$ cat config.mk
export PLATFORM = sky130hd
export DESIGN_NAME = alarm_ring_controller
export DESIGN_NICKNAME = d
export VERILOG_FILES = /design/src/rtl/alarm_ring_controller.sv
export SDC_FILE = /design/constraint.sdc
export NUM_CORES = 1
export LEC_CHECK = 0
export CAP_MARGIN = 5
export CORE_AREA = 2 2 65 67
export DETAILED_ROUTE_END_ITERATION = 12
export DIE_AREA = 0 0 67 69
export PLACE_DENSITY_LB_ADDON = 0.08
export SLEW_MARGIN = 10
export SYNTH_ARGS = -nofsm -noshare
export SYNTH_HDL_FRONTEND = slang
export SYNTH_SLANG_ARGS = --single-unit
$ cat constraint.sdc
create_clock -name clk_200 -period 4 [get_ports clk_200]
set_input_delay 0.8 -clock clk_200 [delete_from_list [all_inputs] [get_ports clk_200]]
set_output_delay 0.8 -clock clk_200 [all_outputs]
set_load 0.01 [all_outputs]
$ cat src/rtl/alarm_ring_controller.sv
// -----------------------------------------------------------------------------
// alarm_ring_controller
//
// Sequences the alarm once the current time reaches the alarm setting. It
// handles ringing, snooze, dismiss and auto-timeout, and it generates the
// buzzer beep pattern. Everything runs on clk_200. One-second timing comes
// from the single-cycle sec_tick strobe.
//
// Ports:
//   clk_200      in   200 Hz system clock
//   rst          in   asynchronous, active-high reset
//   sec_tick     in   one-cycle pulse per second
//   time_hhmm    in   current time, BCD HHMM
//   alarm_hhmm   in   alarm setting, BCD HHMM
//   time_ss      in   current seconds, BCD
//   alarm_en     in   alarm armed (level)
//   adjusting    in   user is in a time/alarm adjust mode (blocks new trigger)
//   btn_dismiss  in   dismiss pulse
//   btn_snooze   in   snooze pulse
//   ringing      out  high while ringing
//   snoozing     out  high while snoozed
//   buzzer       out  beep pattern
//   led_alarm    out  buzzer while ringing, steady 1 while snoozed, else 0
//   snooze_cnt   out  snoozes used in the current alarm event
//   missed       out  sticky flag: the alarm timed out unanswered
//
// Build option:
//   ALARM_ESCALATE_EN - when defined, the beep off-time becomes
//                       BEEP_OFF_TICKS >> snooze_cnt (minimum 1 cycle), so the
//                       beeping gets faster after each snooze.
// -----------------------------------------------------------------------------
module alarm_ring_controller #(
    parameter int SNOOZE_MIN     = 5,
    parameter int RING_TIMEOUT_S = 60,
    parameter int MAX_SNOOZE     = 3,
    parameter int BEEP_ON_TICKS  = 40,
    parameter int BEEP_OFF_TICKS = 40
) (
    input  logic        clk_200,
    input  logic        rst,
    input  logic        sec_tick,
    input  logic [15:0] time_hhmm,
    input  logic [15:0] alarm_hhmm,
    input  logic [7:0]  time_ss,
    input  logic        alarm_en,
    input  logic        adjusting,
    input  logic        btn_dismiss,
    input  logic        btn_snooze,
    output logic        ringing,
    output logic        snoozing,
    output logic        buzzer,
    output logic        led_alarm,
    output logic [2:0]  snooze_cnt,
    output logic        missed
);

    localparam int BEEP_MAX = (BEEP_ON_TICKS > BEEP_OFF_TICKS) ? BEEP_ON_TICKS : BEEP_OFF_TICKS;
    localparam int BEEP_W   = $clog2(BEEP_MAX + 1);

    // Terminal values are compared one tick early, so the state changes on the
    // sec_tick that makes the count reach its limit.
    localparam logic [7:0]        RING_LAST   = 8'(RING_TIMEOUT_S - 1);
    localparam logic [9:0]        SNOOZE_LAST = 10'(SNOOZE_MIN * 60 - 1);
    localparam logic [2:0]        SNOOZE_LIM  = 3'(MAX_SNOOZE);
    localparam logic [BEEP_W-1:0] ON_LAST     = BEEP_W'(BEEP_ON_TICKS - 1);

    typedef enum logic [1:0] {
        S_IDLE,
        S_RINGING,
        S_SNOOZE,
        S_DISMISSED
    } state_t;

    state_t            state_q,      state_d;
    logic [7:0]        ring_sec_q,   ring_sec_d;
    logic [9:0]        snooze_sec_q, snooze_sec_d;
    logic [2:0]        snooze_cnt_q, snooze_cnt_d;
    logic              missed_q,     missed_d;
    logic [BEEP_W-1:0] beep_cnt_q,   beep_cnt_d;
    logic              beep_off_q,   beep_off_d;

    logic              match;
    logic [BEEP_W-1:0] off_last;

    assign match = alarm_en & ~adjusting &
                   (time_hhmm == alarm_hhmm) & (time_ss == 8'h00);

`ifdef ALARM_ESCALATE_EN
    logic [BEEP_W-1:0] off_ticks;

    // The off-time halves with each snooze, but it never drops below one cycle.
    always_comb begin
        off_ticks = BEEP_W'(BEEP_OFF_TICKS) >> snooze_cnt_q;
        if (off_ticks == '0) begin
            off_ticks = BEEP_W'(1);
        end
        off_last = off_ticks - BEEP_W'(1);
    end
`else
    assign off_last = BEEP_W'(BEEP_OFF_TICKS - 1);
`endif

    // Next-state and counter logic
    always_comb begin
        state_d      = state_q;
        ring_sec_d   = ring_sec_q;
        snooze_sec_d = snooze_sec_q;
        snooze_cnt_d = snooze_cnt_q;
        missed_d     = missed_q;
        beep_cnt_d   = '0;
        beep_off_d   = 1'b0;

        case (state_q)
            S_IDLE: begin
                if (btn_dismiss || btn_snooze) begin
                    missed_d = 1'b0;
                end
                if (match) begin
                    state_d      = S_RINGING;
                    snooze_cnt_d = '0;
                end
            end

            S_RINGING: begin
                if (sec_tick && (ring_sec_q != 8'hFF)) begin
                    ring_sec_d = ring_sec_q + 8'd1;
                end
                // Buttons outrank the timeout, so a press on the timeout tick
                // never sets missed.
                if (!alarm_en) begin
                    state_d = S_IDLE;
                end else if (btn_dismiss) begin
                    state_d = S_DISMISSED;
                end else if (btn_snooze) begin
                    if (snooze_cnt_q < SNOOZE_LIM) begin
                        state_d      = S_SNOOZE;
                        snooze_cnt_d = snooze_cnt_q + 3'd1;
                    end else begin
                        state_d = S_DISMISSED;
                    end
                end else if (sec_tick && (ring_sec_q >= RING_LAST)) begin
                    state_d  = S_DISMISSED;
                    missed_d = 1'b1;
                end
            end

            S_SNOOZE: begin
                if (sec_tick && (snooze_sec_q != 10'h3FF)) begin
                    snooze_sec_d = snooze_sec_q + 10'd1;
                end
                // Waking from snooze does not re-check match.
                if (!alarm_en) begin
                    state_d = S_IDLE;
                end else if (btn_dismiss) begin
                    state_d = S_DISMISSED;
                end else if (sec_tick && (snooze_sec_q >= SNOOZE_LAST)) begin
                    state_d = S_RINGING;
                end
            end

            S_DISMISSED: begin
                // Hold here for the rest of the matching minute so the alarm
                // does not re-trigger.
                if (!alarm_en || (time_hhmm != alarm_hhmm)) begin
                    state_d = S_IDLE;
                end
            end

            default: begin
                state_d = S_IDLE;
            end
        endcase

        // Each counter stays at 0 outside its own state, so entering a state
        // always starts the count from 0.
        if (state_d != S_RINGING) begin
            ring_sec_d = '0;
        end
        if (state_d != S_SNOOZE) begin
            snooze_sec_d = '0;
        end
        if (state_d == S_IDLE) begin
            snooze_cnt_d = '0;
        end

        // The beep only advances while ringing continues. Any entry into
        // RINGING starts at the beginning of the ON phase.
        if ((state_q == S_RINGING) && (state_d == S_RINGING)) begin
            beep_cnt_d = beep_cnt_q + BEEP_W'(1);
            beep_off_d = beep_off_q;
            if (!beep_off_q && (beep_cnt_q >= ON_LAST)) begin
                beep_cnt_d = '0;
                beep_off_d = 1'b1;
            end else if (beep_off_q && (beep_cnt_q >= off_last)) begin
                beep_cnt_d = '0;
                beep_off_d = 1'b0;
            end
        end
    end

    always_ff @(posedge clk_200 or posedge rst) begin
        if (rst) begin
            state_q      <= S_IDLE;
            ring_sec_q   <= '0;
            snooze_sec_q <= '0;
            snooze_cnt_q <= '0;
            missed_q     <= 1'b0;
            beep_cnt_q   <= '0;
            beep_off_q   <= 1'b0;
        end else begin
            state_q      <= state_d;
            ring_sec_q   <= ring_sec_d;
            snooze_sec_q <= snooze_sec_d;
            snooze_cnt_q <= snooze_cnt_d;
            missed_q     <= missed_d;
            beep_cnt_q   <= beep_cnt_d;
            beep_off_q   <= beep_off_d;
        end
    end

    // The outputs decode registered state only, so an async reset forces them
    // all to 0 at once.
    assign ringing    = (state_q == S_RINGING);
    assign snoozing   = (state_q == S_SNOOZE);
    assign buzzer     = ringing & ~beep_off_q;
    assign led_alarm  = ringing ? buzzer : snoozing;
    assign snooze_cnt = snooze_cnt_q;
    assign missed     = missed_q;

endmodule

==> results.ini <==
[setup_path]
worstSetupStartpointType=flop
r2r.worst_path.cells=7
slowest_delay_ns=0.65
worstPathMaxFanout=9
r2r-start=ring_sec_q[0]
crit_family=buffers and inverters
path_class=reg2out
ff2ff_setup_slack_ns=1.78
worstPathRequired_ns=3.20
crit_path_end_kind=output port
crit_arrival_ns=1.95
path_cells=nor2b_1 > clkdlybuf4s50_1
slowest_stage=clkdlybuf4s50_1
r2r-end=snooze_cnt[0]
cp.buffers_inverters=1

[hold_path]
hold_path_class=reg2reg
min_from=beep_cnt_q[0]
min_to=beep_cnt_q[0]
hold_depth=1

[cells_and_area]
layout.nets=318
n_antenna_cell=0
drive_above_1_share=0.07836
multiInputGateArea_sq_um=1074
fin_util=0.6672
fill_cells=341
regArea_sq_um=775.7
design_area_sq_um=2611
layoutNonFillerInstCount=318
final_cell_mix=clkdlybuf4s50_1 (54), nor2_1 (37), dfrtp_1 (31), xnor2_1 (26), nand3_1 (16)
syn2layout_area_growth_pct=36.32
final_common_cell=clkdlybuf4s50_1

[floorplan]
die_y_um=69
rows=23
io_pins=55
start_util=0.4895
die_area_sq_um=4623
coreArea_sq_um=3914
dieWidth_um=67

[global_route]
grt_pass1_wl_mm=7.334
antenna_found_initial=0
grt_overflow=0
grt_pass1_vias=1685
grt_use_total=0.2014
grt_max_degree=32

[place]
io_buffers=54
dpl_cell_area_sq_um=2494
dp_slack_ns=1.146
place.gp.congestion=0.7994
place_hpwl_mm=3.262
place_inst=310

[cts]
clk_pin_slew_worst_paths_ns=0.06
hold_buffers=0
clock_sinks=31
cts_tree=built
post_cts_buffers=0
cts-buffers-inserted=5
cts_max_level=2
cts_resized=0
clock_latency_ns=0.28
clock-root-buffer=clkbuf_8
cts_buffer_depth=2

[sta]
grt_setup_unrepaired=false
period_share=0.6885
setup_tns_ns=0
worst_pin_slew_ns=0.5893
drv_slew=0
min_period_ns=2.754
relSlewSlack=0.6063
fmax_ghz=0.3631
clock_skew_ns=0.004102
finalSetupViolations=0
final_hold_viol_count=0
setup_ws_ns=1.246

[routing]
wl_per_cell_um=13.03
viasPerCell=5.214
routed_wl_mm=4.145
drcViolationCount=0
initialDrtViolationCount=92
firstDrtPassIters=4
antenna_left=0
vias=1658

[yosys]
syn_avg_cell_area_sq_um=9.210
ys.warnings.count=0
synth_area_leaders=dfrtp_1 (40%), xnor2_1 (12%), nor2_1 (7.3%)
yosys.area.top_type=dfrtp_1
netlist_instances=208
ys_seq_area_frac=0.4050
synth.top_cell.area_share=0.4050
ys_ff_latch=31
synth_fp_nets=259
synth.distinct_cells=39
syn_area_sq_um=1916

[flow_run]
max_cap_viol_count=0

[power_and_ir_drop]
cellLeakagePower_nw=1.046
peakVddDrop_mv=0.1787
powerDensity_nw_per_um2=358.6

[run_status]
status=finished clean

power breakdown:
group / switching, mW / internal, mW / total, mW / leakage, nW
Combinational: 0.139 / 0.134 / 0.273 / 0.554
Sequential: 0.0217 / 0.326 / 0.348 / 0.431
Clock: 0.113 / 0.201 / 0.315 / 0.0612
cells in the mapped netlist (all sizes together):
master   count
o31ai        2
xnor2       26
a211o        2
a32o         1
o2111a       1
a31oi        1
nor4b        1
nand4        7
nor2b        3
dfrtp       31
or2          4
buf          3
nor4         1
ha           4
a2111oi      1
o21ai        7
nand2       11
inv          9
and3         3
a211oi       3
a22oi        2
o211ai       2
or4          2
nand3b       1
xor2         9
mux2i        3
and2         1
nor3b        4
a21boi       1
a21oi        4
nor3         5
nor2        37
nand3       16
routing by layer:
| metal | up-vias | routed length (um) | GRT usage |
|---|---|---|---|
| met5 | - | 0 | 0 |
| met2 | 34 | 2157 | 0.3333 |
| met1 | 780 | 1783 | 0.2646 |
| li1 | 840 | - | - |
| met3 | 4 | 170 | 0.04405 |
| met4 | 0 | 34 | 0.04762 |
flip-flops by register name, indices dropped and copies added (netlist names):
name / cells
snooze_sec_q: 10
snooze_cnt: 3
beep_off_q: 1
ring_sec_q: 8
beep_cnt_q: 6
state_q: 2
missed: 1
how the worst max path moves through the flow:
| stage | from | cells past startpoint | end | slack, ns |
|---|---|---|---|---|
| floorplan | alarm_hhmm[4] | 6 | snooze_cnt[2] | 1.69 |
| global placement | time_hhmm[4] | 7 | snooze_cnt[2] | 1.16 |
| detailed placement | time_hhmm[4] | 7 | snooze_cnt[2] | 1.15 |
| CTS | state_q[0] | 2 | ringing | 1.26 |
| global route | state_q[0] | 2 | ringing | 1.16 |
| finish | state_q[0] | 2 | ringing | 1.25 |
kinds of logic after synthesis:
group	synth area share
XOR/XNOR	0.1600
AO/OA/AOI/OAI	0.1071
multiplexers	0.01568
flip-flops	0.4050
adder cells (fa/ha/maj)	0.02613
AND/OR/NAND/NOR	0.2515
buffers and inverters	0.03462
stage by stage:
step,hold slack (ns),power (mW)
2_1_floorplan,0.4329,0.5236
3_3_place_gp,0.4564,0.6249
3_5_place_dp,0.4566,0.6259
4_1_cts,0.4653,0.9447
5_1_grt,0.4866,0.9870
6_report,0.4561,0.9364
worst reg2reg max path, stage by stage (launching register included):
cell	delay, ns
dfrtp_1	0.41
ha_1	0.26
o2111a_1	0.25
o31ai_1	0.27
nand2_1	0.13
a32o_1	0.30
a31oi_1	0.31
a22oi_1	0.15
layout make-up:
type | instances | share of cell area
Clock buffer | 6 | 0.03162
Timing Repair Buffer | 55 | 0.2099
Sequential cell | 31 | 0.2971
Multi-Input combinational cell | 165 | 0.4111
Inverter | 9 | 0.01294
Clock inverter | 2 | 0.01342
Tap cell | 50 | 0.02396
(Power assumes the default switching activity.)
